**src/rtl/row_stream_packer_if.sv**
```systemverilog
// Handshake bundle for row_stream_packer: the upstream word stream and the
// downstream row valid/ready channel.
interface row_stream_packer_if #(
    parameter int WIDTH       = 28,
    parameter int HEIGHT      = 28,
    parameter int IN_CHANNELS = 1,
    parameter int VALUE_BITS  = 8,
    parameter int DATA_BITS   = 32
);
    localparam int IDX_W = (HEIGHT > 1) ? $clog2(HEIGHT) : 1;

    logic [DATA_BITS-1:0]                               in_data_i;
    logic                                               in_valid_i;
    logic                                               upstream_stall_o;
    logic [WIDTH-1:0][IN_CHANNELS-1:0][VALUE_BITS-1:0]  out_row_o;
    logic                                               out_row_valid_o;
    logic                                               out_row_ready_i;
    logic [IDX_W-1:0]                                   row_index_o;
    logic                                               last_row_o;

    modport slave (
        input  in_data_i,
        input  in_valid_i,
        output upstream_stall_o,
        output out_row_o,
        output out_row_valid_o,
        input  out_row_ready_i,
        output row_index_o,
        output last_row_o
    );

    modport master (
        output in_data_i,
        output in_valid_i,
        input  upstream_stall_o,
        input  out_row_o,
        input  out_row_valid_o,
        output out_row_ready_i,
        input  row_index_o,
        input  last_row_o
    );
endinterface

```
**src/rtl/row_stream_packer.sv**
```systemverilog
// Ping-pong row deserializer: packs a raster word stream into full rows.
// Optional macro ROW_PACKER_SATURATE_EN clamps signed input words instead of truncating.
module row_stream_packer #(
    parameter int WIDTH       = 28,
    parameter int HEIGHT      = 28,
    parameter int IN_CHANNELS = 1,
    parameter int VALUE_BITS  = 8,
    parameter int DATA_BITS   = 32
) (
    input  logic              clock_i,
    input  logic              reset_i,
    row_stream_packer_if.slave bus
);
    localparam int CH_W  = (IN_CHANNELS > 1) ? $clog2(IN_CHANNELS) : 1;
    localparam int COL_W = (WIDTH > 1) ? $clog2(WIDTH) : 1;
    localparam int IDX_W = (HEIGHT > 1) ? $clog2(HEIGHT) : 1;

    typedef logic [WIDTH-1:0][IN_CHANNELS-1:0][VALUE_BITS-1:0] row_t;
    typedef enum logic { OUT_EMPTY, OUT_HELD } out_state_e;
    typedef enum logic { BUF_FILLING, BUF_FULL } buf_state_e;

    out_state_e        out_state_q, out_state_d;
    buf_state_e        buf_state_q, buf_state_d;
    logic [CH_W-1:0]   ch_q, ch_d;
    logic [COL_W-1:0]  col_q, col_d;
    logic [IDX_W-1:0]  fill_idx_q, fill_idx_d;
    logic [IDX_W-1:0]  row_index_q, row_index_d;
    row_t              fill_buf_q, fill_buf_d;
    row_t              out_row_q, out_row_d;

    logic [VALUE_BITS-1:0] value;
    row_t                  merged;
    logic                  accept;
    logic                  handshake;
    logic                  ch_last;
    logic                  col_last;
    logic                  row_done;
    logic [IDX_W-1:0]      fill_idx_next;

`ifdef ROW_PACKER_SATURATE_EN
    localparam logic signed [DATA_BITS:0] VAL_MAX =
        {{(DATA_BITS + 1 - VALUE_BITS){1'b0}}, {VALUE_BITS{1'b1}}};
    logic signed [DATA_BITS:0] wide_word;

    always_comb begin
        wide_word = $signed({bus.in_data_i[DATA_BITS-1], bus.in_data_i});
        value     = bus.in_data_i[VALUE_BITS-1:0];
        if (wide_word < 0) begin
            value = '0;
        end else if (wide_word > VAL_MAX) begin
            value = '1;
        end
    end
`else
    logic unused_word_bits;

    assign unused_word_bits = ^bus.in_data_i;
    assign value            = bus.in_data_i[VALUE_BITS-1:0];
`endif

    assign accept        = bus.in_valid_i && (buf_state_q == BUF_FILLING);
    assign handshake     = (out_state_q == OUT_HELD) && bus.out_row_ready_i;
    assign ch_last       = (ch_q == CH_W'(IN_CHANNELS - 1));
    assign col_last      = (col_q == COL_W'(WIDTH - 1));
    assign row_done      = accept && ch_last && col_last;
    assign fill_idx_next = (fill_idx_q == IDX_W'(HEIGHT - 1)) ? '0 : fill_idx_q + IDX_W'(1);

    always_comb begin
        merged              = fill_buf_q;
        merged[col_q][ch_q] = value;
    end

    // The fill index advances only when a row moves into the output register,
    // so while the fill buffer is FULL it still names the buffered row.
    always_comb begin
        out_state_d = out_state_q;
        buf_state_d = buf_state_q;
        ch_d        = ch_q;
        col_d       = col_q;
        fill_idx_d  = fill_idx_q;
        row_index_d = row_index_q;
        fill_buf_d  = fill_buf_q;
        out_row_d   = out_row_q;

        if (handshake) begin
            out_state_d = OUT_EMPTY;
        end

        if (accept) begin
            fill_buf_d = merged;
            if (ch_last) begin
                ch_d  = '0;
                col_d = col_last ? '0 : col_q + COL_W'(1);
            end else begin
                ch_d = ch_q + CH_W'(1);
            end
        end

        if (row_done) begin
            if ((out_state_q == OUT_EMPTY) || handshake) begin
                out_row_d   = merged;
                row_index_d = fill_idx_q;
                fill_idx_d  = fill_idx_next;
                out_state_d = OUT_HELD;
            end else begin
                buf_state_d = BUF_FULL;
            end
        end else if ((buf_state_q == BUF_FULL) && handshake) begin
            out_row_d   = fill_buf_q;
            row_index_d = fill_idx_q;
            fill_idx_d  = fill_idx_next;
            out_state_d = OUT_HELD;
            buf_state_d = BUF_FILLING;
        end
    end

    always_ff @(posedge clock_i) begin
        if (reset_i) begin
            out_state_q <= OUT_EMPTY;
            buf_state_q <= BUF_FILLING;
            ch_q        <= '0;
            col_q       <= '0;
            fill_idx_q  <= '0;
            row_index_q <= '0;
            fill_buf_q  <= '0;
            out_row_q   <= '0;
        end else begin
            out_state_q <= out_state_d;
            buf_state_q <= buf_state_d;
            ch_q        <= ch_d;
            col_q       <= col_d;
            fill_idx_q  <= fill_idx_d;
            row_index_q <= row_index_d;
            fill_buf_q  <= fill_buf_d;
            out_row_q   <= out_row_d;
        end
    end

    assign bus.upstream_stall_o = (buf_state_q == BUF_FULL);
    assign bus.out_row_valid_o  = (out_state_q == OUT_HELD);
    assign bus.out_row_o        = out_row_q;
    assign bus.row_index_o      = row_index_q;
    assign bus.last_row_o       = (out_state_q == OUT_HELD) && (row_index_q == IDX_W'(HEIGHT - 1));
endmodule

```
**src/flat_wrapper.sv**
```systemverilog
// flat-port wrapper written by rule: the top's interface ports become plain ports
module row_stream_packer_flat 
#(
    parameter int WIDTH       = 28,
    parameter int HEIGHT      = 28,
    parameter int IN_CHANNELS = 1,
    parameter int VALUE_BITS  = 8,
    parameter int DATA_BITS   = 32
)
  (clock_i, reset_i, bus_in_data_i, bus_in_valid_i, bus_upstream_stall_o, bus_out_row_o, bus_out_row_valid_o, bus_out_row_ready_i, bus_row_index_o, bus_last_row_o);
  row_stream_packer_if #(.WIDTH(WIDTH), .HEIGHT(HEIGHT), .IN_CHANNELS(IN_CHANNELS), .VALUE_BITS(VALUE_BITS), .DATA_BITS(DATA_BITS)) bus_i ();
  input  logic clock_i;
  input  logic reset_i;
  input wire logic [$bits(bus_i.in_data_i)-1:0] bus_in_data_i;
  input wire logic [$bits(bus_i.in_valid_i)-1:0] bus_in_valid_i;
  output wire logic [$bits(bus_i.upstream_stall_o)-1:0] bus_upstream_stall_o;
  output wire logic [$bits(bus_i.out_row_o)-1:0] bus_out_row_o;
  output wire logic [$bits(bus_i.out_row_valid_o)-1:0] bus_out_row_valid_o;
  input wire logic [$bits(bus_i.out_row_ready_i)-1:0] bus_out_row_ready_i;
  output wire logic [$bits(bus_i.row_index_o)-1:0] bus_row_index_o;
  output wire logic [$bits(bus_i.last_row_o)-1:0] bus_last_row_o;
  assign bus_i.in_data_i = bus_in_data_i;
  assign bus_i.in_valid_i = bus_in_valid_i;
  assign bus_upstream_stall_o = bus_i.upstream_stall_o;
  assign bus_out_row_o = bus_i.out_row_o;
  assign bus_out_row_valid_o = bus_i.out_row_valid_o;
  assign bus_i.out_row_ready_i = bus_out_row_ready_i;
  assign bus_row_index_o = bus_i.row_index_o;
  assign bus_last_row_o = bus_i.last_row_o;
  row_stream_packer #(.WIDTH(WIDTH), .HEIGHT(HEIGHT), .IN_CHANNELS(IN_CHANNELS), .VALUE_BITS(VALUE_BITS), .DATA_BITS(DATA_BITS)) u_core (.clock_i(clock_i), .reset_i(reset_i), .bus(bus_i));
endmodule
```
**config.mk**
```make
export PLATFORM = sky130hd
export DESIGN_NAME = row_stream_packer_flat
export DESIGN_NICKNAME = d
export VERILOG_FILES = /design/src/rtl/row_stream_packer_if.sv /design/src/rtl/row_stream_packer.sv /design/src/flat_wrapper.sv
export SDC_FILE = /design/constraint.sdc
export NUM_CORES = 1
export LEC_CHECK = 0
export CAP_MARGIN = 20
export CORE_ASPECT_RATIO = 0.8
export CORE_MARGIN = 5
export CORE_UTILIZATION = 40
export CTS_BUF_LIST = sky130_fd_sc_hd__clkbuf_4
export DETAILED_ROUTE_END_ITERATION = 16
export REMOVE_ABC_BUFFERS = 1
export SYNTH_ARGS = -nofsm -noshare
export SYNTH_HDL_FRONTEND = slang
export SYNTH_SLANG_ARGS = --single-unit
```
**constraint.sdc**
```tcl
create_clock -name clock_i -period 2.2 [get_ports clock_i]
set_input_delay 0.44 -clock clock_i [delete_from_list [all_inputs] [get_ports clock_i]]
set_output_delay 0.44 -clock clock_i [all_outputs]
set_load 0.02 [all_outputs]
```
# Yosys cells after proc, flatten, opt, wreduce, memory -nomap -nowiden
# Cells that the tools add are included.
# Widths: inputs -> output; s select.
classes:
  n_addsub: 3
  order_cmp: 4
  n_eq_ne: 5
  n_mux: 23
  bitwise: 3
  n_reduce_logical: 13
ops:
  columns: ["op", "count"]
  rows:
  - ["$mux 224", 3]
  - ["$bwmux 224", 1]
  - ["$demux 8 s5", 1]
  - ["$mux 5", 8]
  - ["$mux 8", 2]
  - ["$eq 5x5->1 const B", 3]
  - ["$add 5x1->5 const B", 2]
  - ["$logic_and 1x1->1", 8]
  - ["$mux 1", 8]
  - ["$lt 5x6->1 const B", 1]
  - ["$reduce_and 2->1", 3]
  - ["$ge 5x1->1 const B", 1]
  - ["$ne 2x2->1 const B", 2]
  - ["$not 1->1", 3]
  - ["$reduce_bool 2->1", 1]
  - ["$add 1x1->1 const B", 1]
  - ["$ge 1x1->1 const B", 1]
  - ["$logic_or 1x1->1", 1]
  - ["$lt 1x1->1 const B", 1]
word_totals:
  regBits: 466
  inputBits: 36
  out_inout_bits: 232
  word_cells: 113

# Longest topological paths before layout
logic_depth:
  word_depth: 8
  depth_mapped: 9
  depth_no_buf: 6

# Worst setup path after synthesis
# OpenSTA, ideal clock, no wires.
synth_timing:
  kind: "reg2reg"
  start: "register u_core.col_q[1]"
  end: "register u_core.out_row_q, in the netlist u_core.bus.out_row_o[48]"
  setup_time_ns: 0.103
  arrival_ns: 1.865
  required_time_ns: 2.097
  slack_ns: 0.231
  path_stages_with_launch: 9
  n_path_buf: 3
  period_less_slack_ns: 1.969
  path_cell_list: "dfxtp_1 -> ha_1 -> clkbuf_1 -> nand2_1 -> o21ai_4 -> buf_2 -> buf_2 -> a21oi_1 -> a2111oi_2"
synth_between:
  elab_chain_cells: 7
  word_cells_on_any_way: 13
  cone_classes: "2 x order compare; 2 x eq/ne; 5 x mux; 4 x reduce/logical"
synth_lines:
  columns: ["element", "line_no", "source"]
  rows:
  - ["from (decl)", "row_stream_packer.sv:25", "logic [COL_W-1:0] col_q, col_d;"]
  - ["from (signal assigned)", "row_stream_packer.sv:131", "col_q <= col_d;"]
  - ["$lt 5x6->1 (not written as such) / $ge 5x1->1 (equally long branches)", "row_stream_packer.sv:70", "merged[col_q][ch_q] = value;"]
  - ["$logic_and 1x1->1 (not written as such)", "row_stream_packer.sv:70", null]
  - ["$mux 8 (not written as such)", "row_stream_packer.sv:70", null]
  - ["$demux 8 s5", null, null]
  - ["$bwmux 224", "row_stream_packer.sv:70", null]
  - ["$mux 224", "row_stream_packer.sv:100", "if ((out_state_q == OUT_EMPTY) || handshake) begin"]
  - ["$mux 224", "row_stream_packer.sv:99", "if (row_done) begin"]
  - ["to (signal assigned)", "row_stream_packer.sv:135", "out_row_q <= out_row_d;"]
  - ["to (decl)", "row_stream_packer.sv:29", "row_t out_row_q, out_row_d;"]
# Several ways; a longest one is shown, not always the timed one. The select of a mux whose other input is x is not followed.
# A chain may end at the register's enable or synchronous reset.

# Final worst setup path
layout_timing:
  start: "register u_core.out_row_q, in the netlist u_core.bus.out_row_o[71]"
  end: "output bus_out_row_o[71]"
layout_lines:
  columns: ["element", "line_no", "source"]
  rows:
  - ["to (decl)", "flat_wrapper.sv:17", "output wire logic [$bits(bus_i.out_row_o)-1:0] bus_out_row_o;"]
# No word-level cell between the ends.

==> metrics <==
outcome finished clean; CP cell instances dlygate4sd2_1; synth unique cells 43; area of the mapped netlist 0.0195 mm2; min Tclk post-route 2.09 ns; Startpoint Class register; Pwr Total 16.2 mW; clk_skew 0.0476 ns; Slew headroom 0.555; largest net degree at the start of global routing 80; fin crit share 0.950; share of cells above drive strength 1 0.152; register area share after synthesis 0.477; Yosys reg bits 465; Post-DP HPWL 35.9 mm; grt ovf 0; Routed Antenna Nets 0; Clock Sinks 465; Max-cap violations 0; Worst path slowest cell dlygate4sd2_1; global-route wire length before repair 94.9 mm; TritonCTS clock tree yes; PortBufs 243; fmax 0.479 GHz; Worst path max stage delay 0.44 ns; clock buffer count from CTS 118; Final setup viols 0; First-pass DRT Iterations 5; final instance area 0.0245 mm2; standard-cell row count 72; initial antenna violation count 2; crit path max fanout 2; via count 17,300; ys flop type dfxtp_1; drt drc 0; CP Capture Type output port; number of synthesized flops with an enable pin 0; number of global-route vias before repair 17,100; PnR worst setup slack 0.111 ns; commonest non-fill, non-tap cell in the layout dfxtp_1; Layout Cells excl Fill 3,187; crit path DAT 1.65 ns; Final Hold Viols 0; routed wire length 60.0 mm; yosys warns 0; CP Buf/Inv Count 1; Die Y 208 um; final slew viol count 0; routability congestion estimate 0.780; Worst-Skew Late Latency 0.86 ns; DP Worst Slack -0.245 ns; clock slew at reported path FFs 0.07 ns; NumNets Final 2,512; initial core utilization 0.405; clock root buffer clkbuf_4; starting DRC count in detailed routing 1,215; most frequent cells in the layout dfxtp_1, a21oi_1, nand2_1, nor2_1, mux2i_1; DP Area 0.0233 mm2; htree depth 3; dpl cells 2,977; Power Density 663 mW/mm2; area delta synth->final 25.4%; worst path required time 1.76 ns; I/O pins 268; Top delay family on crit path buffers and inverters; setup TNS 0 ns; cell taking the most area after synthesis dfxtp_1; Avg WL per Cell 18.8 um; top post-synthesis cells by area dfxtp_1, mux2i_1, a21oi_1; CP Class reg -> out; top cell type's share of synthesized area 0.477; Async SR Flop Fraction 0; All-Layer GR Usage 0.216; worst slew pin tran 0.668 ns; Hold Path Class in -> reg; worst hold slack 0.0819 ns; Via density 5.44; core region area 0.0483 mm2; Pleak 9.96 nW; worst vdd ir 0.386 mV; clk buf depth 3; die area 0.0534 mm2; syn avg cell area 8.74 um2; Final Util 0.507; die width 257 um; Synth Instances 2,234
final timing paths:
path                                  from                       end  slack [ns]  cells after the start
setup / recovery  u_core.bus.out_row_o[71]         bus_out_row_o[71]        0.11                      1
hold / removal            bus_in_data_i[2]     u_core.fill_buf_q[10]        0.08                      4
setup reg to reg           u_core.col_q[0]     u_core.fill_buf_q[35]        0.13                      7
hold reg to reg      u_core.fill_buf_q[61]  u_core.bus.out_row_o[61]        0.44                      2
routing by layer:
layer  vias to the layer above  part of all wire  global-route usage
li1                       8442                 -                   -
met1                      8376              0.48               0.297
met2                       456              0.45               0.341
met3                        74             0.058              0.0569
met4                         0             0.014              0.0507
met5                         -                 0                   0
logic make-up after synthesis:
family,after synthesis,share of synthesized area
mux,233,0.119
flops,465,0.477
buf+inv,248,0.0532
simple gates,675,0.148
fa+ha+maj,5,0.00320
compound gates,608,0.200
repair_timing:
action	4_1_cts	5_1_grt
endpoints found under the hold margin	20	0
gates cloned	0	0
gates resized for setup	246	15
setup buffers	0	1
endpoints found under the setup margin	284	54
hold buffers	2	0
flip-flops by register name (all words and copies together), names as in the netlist:
| register | flops |
|---|---|
| u_core.fill_buf_q | 224 |
| u_core.fill_idx_q | 5 |
| u_core.bus.out_row_valid_o | 1 |
| u_core.bus.row_index_o | 5 |
| u_core.bus.upstream_stall_o | 1 |
| u_core.col_q | 5 |
| u_core.bus.out_row_o | 224 |
cell usage after synthesis (4+ instances only):
cell,count
a2111oi_0,76
a2111oi_1,4
a2111oi_2,40
a211oi_1,25
a21oi_1,365
and2_1,10
and3_1,7
buf_1,14
buf_2,63
buf_4,8
clkbuf_1,158
dfxtp_1,465
ha_1,5
inv_1,5
mux2i_1,232
nand2_1,280
nand2b_1,6
nand3_1,92
nand3b_1,5
nand4b_1,7
nor2_1,238
nor2_2,4
nor4bb_1,5
o21ai_0,82
o221a_2,8
where the power goes:
part | internal, mW | total, mW | switching, mW | leakage, nW
sequential | 8.44 | 8.46 | 0.0208 | 3.75
combinational | 0.181 | 0.626 | 0.445 | 5.36
clock | 3.62 | 7.16 | 3.54 | 0.853
total | 12.2 | 16.2 | 4.00 | 9.96
layout make-up:
type / instances / area [um2]
Clock inverter: 42 / 225
Sequential cell: 465 / 9320
Multi-Input combinational cell: 1521 / 9360
Fill cell: 4645 / 23800
Timing Repair Buffer: 360 / 3560
Tap cell: 629 / 787
Inverter: 5 / 18.8
Clock buffer: 162 / 1220
Antenna cell: 3 / 7.51
Note: power is estimated with default switching activity, not from simulation.
